[src/rtl/cic_pkg.sv]
`default_nettype none
// +----------------------------------------------------------------------+
// | cic_pkg: width, clamp helpers and limits shared by the CIC decimator |
// | Revision: 1.0                                                        |
// +----------------------------------------------------------------------+
package cic_pkg;

    localparam int CIC_MAX_ORDER = 5;

    function automatic int cic_width(input int order, input int dec_log2);
        return order * dec_log2 + 1;
    endfunction

    // Zero or oversized ratios fall back to the largest supported decimation.
    function automatic int clamp_dec(input int dec, input int max_dec);
        if (dec < 1 || dec > max_dec) begin
            return max_dec;
        end
        return dec;
    endfunction

endpackage
`default_nettype wire

[src/rtl/cic_integrator_chain.sv]
`default_nettype none
// +----------------------------------------------------------------------+
// | cic_integrator_chain: bitstream coder and pipelined integrator stack |
// | Revision: 1.0                                                        |
// +----------------------------------------------------------------------+
module cic_integrator_chain #(
    parameter int ORDER   = 3,
    parameter int W       = 25,
    parameter int BIPOLAR = 0
) (
    input  logic         clk,
    input  logic         reset_n,
    input  logic         clear,
    input  logic         run,
    input  logic         in,
    output logic [W-1:0] acc_out
);

    logic [W-1:0] r_acc [ORDER];
    logic [W-1:0] w_code;

    always_comb begin
        if (in) begin
            w_code = W'(1);
        end else if (BIPOLAR != 0) begin
            w_code = '1;
        end else begin
            w_code = '0;
        end
    end

    // Each stage adds the previous stage's registered value; wrap-around is intended.
    always_ff @(posedge clk or negedge reset_n) begin
        if (!reset_n) begin
            for (int k = 0; k < ORDER; k++) begin
                r_acc[k] <= '0;
            end
        end else if (clear) begin
            for (int k = 0; k < ORDER; k++) begin
                r_acc[k] <= '0;
            end
        end else if (run) begin
            r_acc[0] <= r_acc[0] + w_code;
            for (int k = 1; k < ORDER; k++) begin
                r_acc[k] <= r_acc[k] + r_acc[k-1];
            end
        end
    end

    assign acc_out = r_acc[ORDER-1];

endmodule
`default_nettype wire

[src/rtl/cic_decim_param.sv]
`default_nettype none
// +----------------------------------------------------------------------+
// | cic_decim_param: run-time selectable CIC decimator for 1-bit streams |
// | Revision: 1.0                                                        |
// +----------------------------------------------------------------------+
module cic_decim_param
    import cic_pkg::*;
#(
    parameter int ORDER        = 3,
    parameter int MAX_DEC_LOG2 = 8,
    parameter int BIPOLAR      = 0,
    parameter int W            = cic_width(ORDER, MAX_DEC_LOG2)
) (
    input  logic                              clk,
    input  logic                              reset_n,
    input  logic                              in,
    input  logic                              en,
    input  logic [$clog2(MAX_DEC_LOG2+1)-1:0] dec_log2,
    output logic [W-1:0]                      out_data,
    output logic                              out_valid,
    input  logic                              out_ready,
    output logic                              overrun
);

    localparam int c_DLW = $clog2(MAX_DEC_LOG2 + 1);
    localparam int c_CW  = MAX_DEC_LOG2;
    localparam int c_PW  = $clog2(CIC_MAX_ORDER + 1);

    logic             r_en_q;
    logic [c_DLW-1:0] r_dec_q;
    logic [c_CW-1:0]  r_cnt;
    logic [c_PW-1:0]  r_prime;
    logic [W-1:0]     r_comb_d [ORDER];
    logic [W-1:0]     r_res;
    logic             r_load;

    logic             w_start;
    logic             w_run;
    logic             w_tick;
    logic             w_primed;
    logic [c_CW-1:0]  w_mask;
    logic [W-1:0]     w_acc;
    logic [W-1:0]     w_diff [ORDER];
    logic [7:0]       w_shamt;
    logic [W-1:0]     w_scaled;

    assign w_start  = en & ~r_en_q;
    assign w_run    = en & r_en_q;
    assign w_mask   = c_CW'((32'd1 << r_dec_q) - 32'd1);
    assign w_tick   = w_run && (r_cnt == w_mask);
    assign w_primed = (r_prime == c_PW'(ORDER));
    assign w_shamt  = 8'(ORDER * (MAX_DEC_LOG2 - int'(r_dec_q)));
    assign w_scaled = w_diff[ORDER-1] << w_shamt;

    cic_integrator_chain #(
        .ORDER   (ORDER),
        .W       (W),
        .BIPOLAR (BIPOLAR)
    ) u_integrators (
        .clk     (clk),
        .reset_n (reset_n),
        .clear   (w_start),
        .run     (w_run),
        .in      (in),
        .acc_out (w_acc)
    );

    always_ff @(posedge clk or negedge reset_n) begin
        if (!reset_n) begin
            r_en_q  <= 1'b0;
            r_dec_q <= '0;
            r_cnt   <= '0;
            r_prime <= '0;
        end else begin
            r_en_q <= en;
            if (w_start) begin
                r_dec_q <= c_DLW'(clamp_dec(int'(dec_log2), MAX_DEC_LOG2));
                r_cnt   <= '0;
                r_prime <= '0;
            end else if (w_run) begin
                r_cnt <= (r_cnt + 1'b1) & w_mask;
                if (w_tick && !w_primed) begin
                    r_prime <= r_prime + 1'b1;
                end
            end
        end
    end

    always_comb begin
        w_diff[0] = w_acc - r_comb_d[0];
        for (int k = 1; k < ORDER; k++) begin
            w_diff[k] = w_diff[k-1] - r_comb_d[k];
        end
    end

    always_ff @(posedge clk or negedge reset_n) begin
        if (!reset_n) begin
            for (int k = 0; k < ORDER; k++) begin
                r_comb_d[k] <= '0;
            end
        end else if (w_start) begin
            for (int k = 0; k < ORDER; k++) begin
                r_comb_d[k] <= '0;
            end
        end else if (w_tick) begin
            r_comb_d[0] <= w_acc;
            for (int k = 1; k < ORDER; k++) begin
                r_comb_d[k] <= w_diff[k-1];
            end
        end
    end

    // Scaled result is staged one cycle before it reaches the consumer-facing register.
    always_ff @(posedge clk or negedge reset_n) begin
        if (!reset_n) begin
            r_load    <= 1'b0;
            r_res     <= '0;
            out_data  <= '0;
            out_valid <= 1'b0;
            overrun   <= 1'b0;
        end else begin
            r_load <= w_tick && w_primed;
            if (w_tick) begin
                r_res <= w_scaled;
            end
            if (w_start) begin
                out_valid <= 1'b0;
                overrun   <= 1'b0;
            end else if (r_load) begin
                out_data  <= r_res;
                out_valid <= 1'b1;
                if (out_valid && !out_ready) begin
                    overrun <= 1'b1;
                end
            end else if (out_valid && out_ready) begin
                out_valid <= 1'b0;
            end
        end
    end

endmodule
`default_nettype wire

[config.mk]
export PLATFORM = sky130hd
export DESIGN_NAME = cic_decim_param
export DESIGN_NICKNAME = d
export VERILOG_FILES = /design/src/rtl/cic_pkg.sv /design/src/rtl/cic_integrator_chain.sv /design/src/rtl/cic_decim_param.sv
export SDC_FILE = /design/constraint.sdc
export NUM_CORES = 1
export LEC_CHECK = 0
export CAP_MARGIN = 40
export CORE_MARGIN = 5
export CORE_UTILIZATION = 45
export DETAILED_ROUTE_END_ITERATION = 10
export MAX_ROUTING_LAYER = met4
export SLEW_MARGIN = 30
export SYNTH_ARGS = -nofsm -noshare
export SYNTH_HDL_FRONTEND = slang
export SYNTH_SLANG_ARGS = --single-unit
[constraint.sdc]
create_clock -name clk -period 6.25 [get_ports clk]
set_input_delay 1.5625 -clock clk [delete_from_list [all_inputs] [get_ports clk]]
set_output_delay 1.5625 -clock clk [all_outputs]
set_load 0.02 [all_outputs]
Yosys cells after proc, flatten, opt, wreduce, memory -nomap -nowiden:

Index checks and enable logic that the tools add are counted.

* add/sub/neg operators: 10
* $mul: 1
* $lt $le $gt $ge: 2
* equality and inequality tests: 2
* shift-type cells: 2
* muxes and demuxes: 20
* bitwise operators: 5
* reduce and logical (&&, ||, !) cells: 17

Operators with widths (number)
* 2-to-1 mux 75 bit: 4
* adder 25 bit: 3
* subtractor 25 bit: 3
* left shift 25 x 8 -> 25 bit: 1
* 2-to-1 mux 8 bit: 2
* nonzero test 2 bit: 5
* 2-to-1 mux 1 bit: 9
* 2-to-1 mux 3 bit: 3
* adder 8 x 1 -> 8 bit, second input constant: 1
* AND 8 bit: 1
* equality test 8 bit: 1
* multiplier 3 x 5 -> 8 bit, first input constant: 1
* 2-to-1 mux 4 bit: 2
* left shift 1 x 4 -> 8 bit, first input constant: 1
* subtractor 8 x 1 -> 8 bit, second input constant: 1
* AND reduction 2 bit: 3
* logical AND 1 bit: 5
* subtractor 4 x 4 -> 5 bit, first input constant: 1
* greater-than comparator 4 bit, second input constant: 1
* < comparator 4 x 1 -> 1 bit, second input constant: 1
* adder 3 x 1 -> 3 bit, second input constant: 1
* equality test 3 x 2 -> 1 bit, second input constant: 1
* nonzero test 3 bit: 1
* AND 1 bit: 2
* other kinds (3): 5

* register bits: 219
* input bits: 9
* output and inout bits: 27
* logic and storage cells: 74

Logic depth before layout (Yosys ltp):

* depth in word-level cells: 8
* gate-level depth with buffers: 32
* gate-level depth less buffers: 32

Hierarchy:

Synthesis repeated with hierarchy kept, for this count alone.

* cells, all modules: 1973
* area total of the unflattened synthesis: 16903.7 um^2

By module, submodules not included
* cic_decim_param: instances 1, cells each 1282, area an instance 11036.8 um^2, seq. area each 3603.5 um^2
* cic_integrator_chain: instances 1, cells each 691, area an instance 5866.9 um^2, seq. area each 1876.8 um^2

Least setup slack after synthesis:

OpenSTA, ideal clock, no wires.

* kind: register -> register
* start: reg r_comb_d[51] in the netlist's numbering
* end: reg r_res[24]
* library setup time: 0.130 ns
* data arrival time: 5.632 ns
* required time: 6.120 ns
* setup slack: 0.488 ns
* cell stages (with the launch flop): 29
* buffers on the path: 1
* period minus slack after synthesis: 5.762 ns
* path through: dfrtp_1 inv_1 ha_1 nor2b_1 o21a_1 or2_2 and2_1 o21ai_0 a21oi_1 ha_1 a2111o_1 o22ai_1 o21ai_0 a21o_1 a21o_1 xor2_1 ha_1 buf_6 a21o_1 a21o_1 a31o_1 a21oi_1 and2_1 mux2i_1 nand3_1 a32o_1 a211o_1 a31oi_1 o31ai_2

* longest elaborated chain between the ends: 4

Ends and longest elaborated chain
* start, declared: line cic_decim_param.sv:33 `logic [W-1:0] r_comb_d [ORDER];`
* start signal, assigned by index: line cic_decim_param.sv:108 `r_comb_d[k] <= w_diff[k-1];`
* subtractor 25 bit: line cic_decim_param.sv:90 `w_diff[0] = w_acc - r_comb_d[0];`
* subtractor 25 bit (2 in series): line cic_decim_param.sv:92 `w_diff[k] = w_diff[k-1] - r_comb_d[k];`
* left shift 25 x 8 -> 25 bit: line cic_decim_param.sv:53 `assign w_scaled = w_diff[ORDER-1] << w_shamt;`
* end signal, assigned: line cic_decim_param.sv:124 `r_res <= w_scaled;`
* end, declared: line cic_decim_param.sv:34 `logic [W-1:0] r_res;`

Every way passes these cells.
A chain may end at the register's enable or synchronous reset.

Worst setup path after layout:

* start: reg u_integrators.r_acc (netlist bit u_integrators.acc_out[0])
* end: reg r_res[24]

* longest elaborated chain between the ends: 4

Ends and longest elaborated chain
* start, declared: line cic_integrator_chain.sv:19 `logic [W-1:0] r_acc [ORDER];`
* start signal, assigned by index: line cic_integrator_chain.sv:45 `r_acc[k] <= r_acc[k] + r_acc[k-1];`
* subtractor 25 bit: line cic_decim_param.sv:90
* subtractor 25 bit (2 in series): line cic_decim_param.sv:92
* left shift 25 x 8 -> 25 bit: line cic_decim_param.sv:53

Every way passes these cells.

==> metrics.log <==
INFO  metric placed_cells_incl_taps = 2303
INFO  metric via_per_inst = 5.71
INFO  metric floorplan.die.width = 201 um
INFO  metric placementRows = 69
INFO  metric drt-wirelength-per-cell = 16.6 um
INFO  metric cp_num_buf_inv = 1
INFO  metric floorplan.die_area = 0.0402 sq mm
INFO  metric p_leak = 8.16 nW
INFO  metric nets = 2033
INFO  metric standard_cell_core_area = 0.0357 sq mm
INFO  metric antennaDiodeCount = 0
INFO  metric fmaxAchievable = 169 MHz
INFO  metric min_path_cells = 2
INFO  metric cts_root_buffer = clkbuf_16
INFO  metric initial_antenna_violation_count = 0
INFO  metric setup_viol = 0
INFO  metric synth_nets = 2018
INFO  metric totalPowerFinal = 11.1 mW
INFO  metric drt.antenna.violating_nets = 0
INFO  metric grt_setup_unrepaired = no
INFO  metric grt.total_usage = 19.7%
INFO  metric yosysUniqueCellTypes = 95
INFO  metric cts_tree = built
INFO  metric layout-drive-gt1-share = 9.16%
INFO  metric cpMostUsedCell = a21o_1
INFO  metric slew-limit-headroom = 42.1%
INFO  metric crit_arrival = 6340 ps
INFO  metric yosysSeqAreaShare = 33.5%
INFO  metric critical-path-max-stage-delay = 420 ps
INFO  metric path_max_fanout = 6
INFO  metric place_hpwl = 28.5 mm
INFO  metric power-per-cell-area = 607 mW/mm^2
INFO  metric drt_first_iter_violations = 765
INFO  metric critical_path_depth_in_cells = 28
INFO  metric ys.warnings.count = 0
INFO  metric async_reset_ff_share = 100%
INFO  metric synth_edf_count = 0
INFO  metric critPathTopFamily = compound AO/OA/AOI/OAI gates
INFO  metric die_h = 201 um
INFO  metric grt_pass1_vias = 13500
INFO  metric hold_viol = 0
INFO  metric via_count = 13500
INFO  metric syn_inst = 1864
INFO  metric grt_start_max_net_pins = 105
INFO  metric critical_path_class = reg -> reg
INFO  metric vdd.ir_drop.worst = 0.000413 V
INFO  metric max-clock-path-buffers = 3
INFO  metric detail_route.first_pass.iterations = 5
INFO  metric post-route-cell-area = 0.0183 sq mm
INFO  metric design.portCount = 36
INFO  metric synth.avg_cell_area = 8.77 sq um
INFO  metric final.setup.tns = 0 ps
INFO  metric nFillCells = 3407
INFO  metric outcome = complete, no violations
INFO  metric yosys_most_used_dff = dfrtp_1
INFO  metric post_synth_main_area_contributors = dfrtp_1, ha_1, xnor2_1
INFO  metric finalClockSkew = 8.68 ps
INFO  metric synthDominantCellAreaShare = 33.5%
INFO  metric hold_class = reg -> reg
INFO  metric grt_pass1_wl = 66.9 mm
INFO  metric syn-cell-area = 0.0164 sq mm
INFO  metric postSynthRegisterBits = 219
INFO  metric yosys-top-cells-count = dfrtp_1, inv_1, ha_1
INFO  metric initial_core_util = 45.7%
INFO  metric critPathSlowestCell = or4_1
INFO  metric clkSinkCount = 219
INFO  metric synth.most_common_cell = dfrtp_1
INFO  metric crit_path_start_kind = flip-flop
INFO  metric worstSkewPairLatency = 530 ps
INFO  metric worst_slew_pin_slew = 869 ps
INFO  metric final_standard_cell_count_with_taps_included_and_fillers_excluded = 2360
INFO  metric grt-ovfl-total = 0
INFO  metric final_clock_period_utilization_by_the_worst_path = 94.6%
INFO  metric gp_routability_congestion = 0.889
INFO  metric clk_pin_slew = 60 ps
INFO  metric reg2reg_depth = 28
INFO  metric worst_setup_path_end_kind = flip-flop
INFO  metric cts_buffers = 27
INFO  metric htreeDepth = 1
INFO  metric area_growth_syn_to_layout = 12.0%
INFO  metric cell_taking_the_most_area_after_synthesis = dfrtp_1
INFO  metric report.final.slew_viol_count = 0
INFO  metric port-buffer-count = 35
INFO  metric fin_hold_ws = 489 ps
INFO  metric placed_cell_area = 0.0172 sq mm
INFO  metric finalWorstPathRequiredPeriod = 5910 ps
INFO  metric drc = 0
INFO  metric max_cap_viol_count = 0
INFO  metric routed_wl = 39.2 mm
INFO  metric timing.critical_path.required = 6680 ps
-- per-stage QoR --
stage | setup slack [ps] | utilization [%]
6_report | 339 | 51.2
3_3_place_gp | 245 | 47.9
3_5_place_dp | 158 | 48.0
2_1_floorplan | 488 | -
4_1_cts | 116 | 50.6
5_1_grt | 13.3 | 51.2
-- flip-flops by register name, summed over array words and instances (netlist names) --
name                   count
u_integrators.r_acc       50
r_res                     25
u_integrators.acc_out     25
overrun                    1
out_valid                  1
r_comb_d                  75
out_data                  25
r_prime                    3
r_en_q                     1
r_load                     1
r_cnt                      8
r_dec_q                    4
-- worst min-delay path: stages (launching register included) --
cell,delay [ps]
dfrtp_1,340
nand2_1,50
o21ai_0,60
-- power by group --
group / switching (mW) / internal [mW]
Combinational: 4.61 / 3.42
Clock: 0.627 / 1.00
Sequential: 0.0220 / 1.44
Total: 5.26 / 5.86
-- path summary, 6_finish.rpt --
kind / from / to / slack [ps]
worst max-delay path: u_integrators.acc_out[0] / r_res[24] / 340
worst min-delay path: r_res[12] / r_res[12] / 490
worst max register to register: u_integrators.acc_out[0] / r_res[24] / 340
worst min register to register: r_res[12] / r_res[12] / 490
max in group asynchronous: reset_n / r_cnt[5] / 4110
min in group asynchronous: reset_n / r_comb_d[0] / 1060
-- cell usage in the layout (no fill, tap or decap), types with 7 or more instances in the layout --
master           count
dfrtp_1            219
inv_1              160
ha_1               136
nand2_1            131
nor2_1             107
a21oi_1            105
o21ai_0            101
xnor2_1             85
nand3_1             77
a21o_1              57
xor2_1              51
o22ai_1             45
nor3_1              44
o31ai_1             42
o21ai_1             33
clkdlybuf4s50_1     33
mux2_2              31
clkbuf_16           27
o21a_1              26
nor2b_1             22
buf_4               22
nand4_1             21
a31oi_1             18
nand2b_1            17
a211oi_1            16
and3_1              16
mux2i_1             13
o21bai_1            12
or3_1               11
and2_1              11
a22o_1              10
o211ai_1            10
a21oi_2              9
o32ai_1              7
clkinv_2             7
-- cell type report --
class | instances | area (sq um) | area share (%)
clock buffer | 34 | 742 | 4.05
sequential | 219 | 5480 | 29.9
tap | 461 | 577 | 3.15
clock inverter | 15 | 186 | 1.02
inverter | 166 | 623 | 3.40
timing repair buffer | 63 | 648 | 3.54
multi-input combinational | 1402 | 10100 | 54.9
-- per-layer routing --
layer  global-route usage, %  vias up  routed length [um]
met2                    33.1      220               18600
met4                    5.21        0                 907
met5                       -        -                   0
li1                        -     6734                   -
met1                    25.4     6452               18400
met3                    2.37       65                1270
-- cell families after synthesis --
family / Yosys count / synth area share, %
muxes: 52 / 3.92
adders and majority gates: 145 / 11.4
xor gates and xnor gates: 140 / 7.55
AOI/OAI and AO/OA: 567 / 23.0
and+or+nand+nor: 498 / 14.9
buffers and inverters: 243 / 5.75
DFF: 219 / 33.5
-- repair_timing --
item                                    CTS  global route
hold buffers                              0             0
gates resized for setup                   0            26
endpoints found under the setup margin    0            11
setup buffers                             0             4
Power figures use the tool's default switching activity.
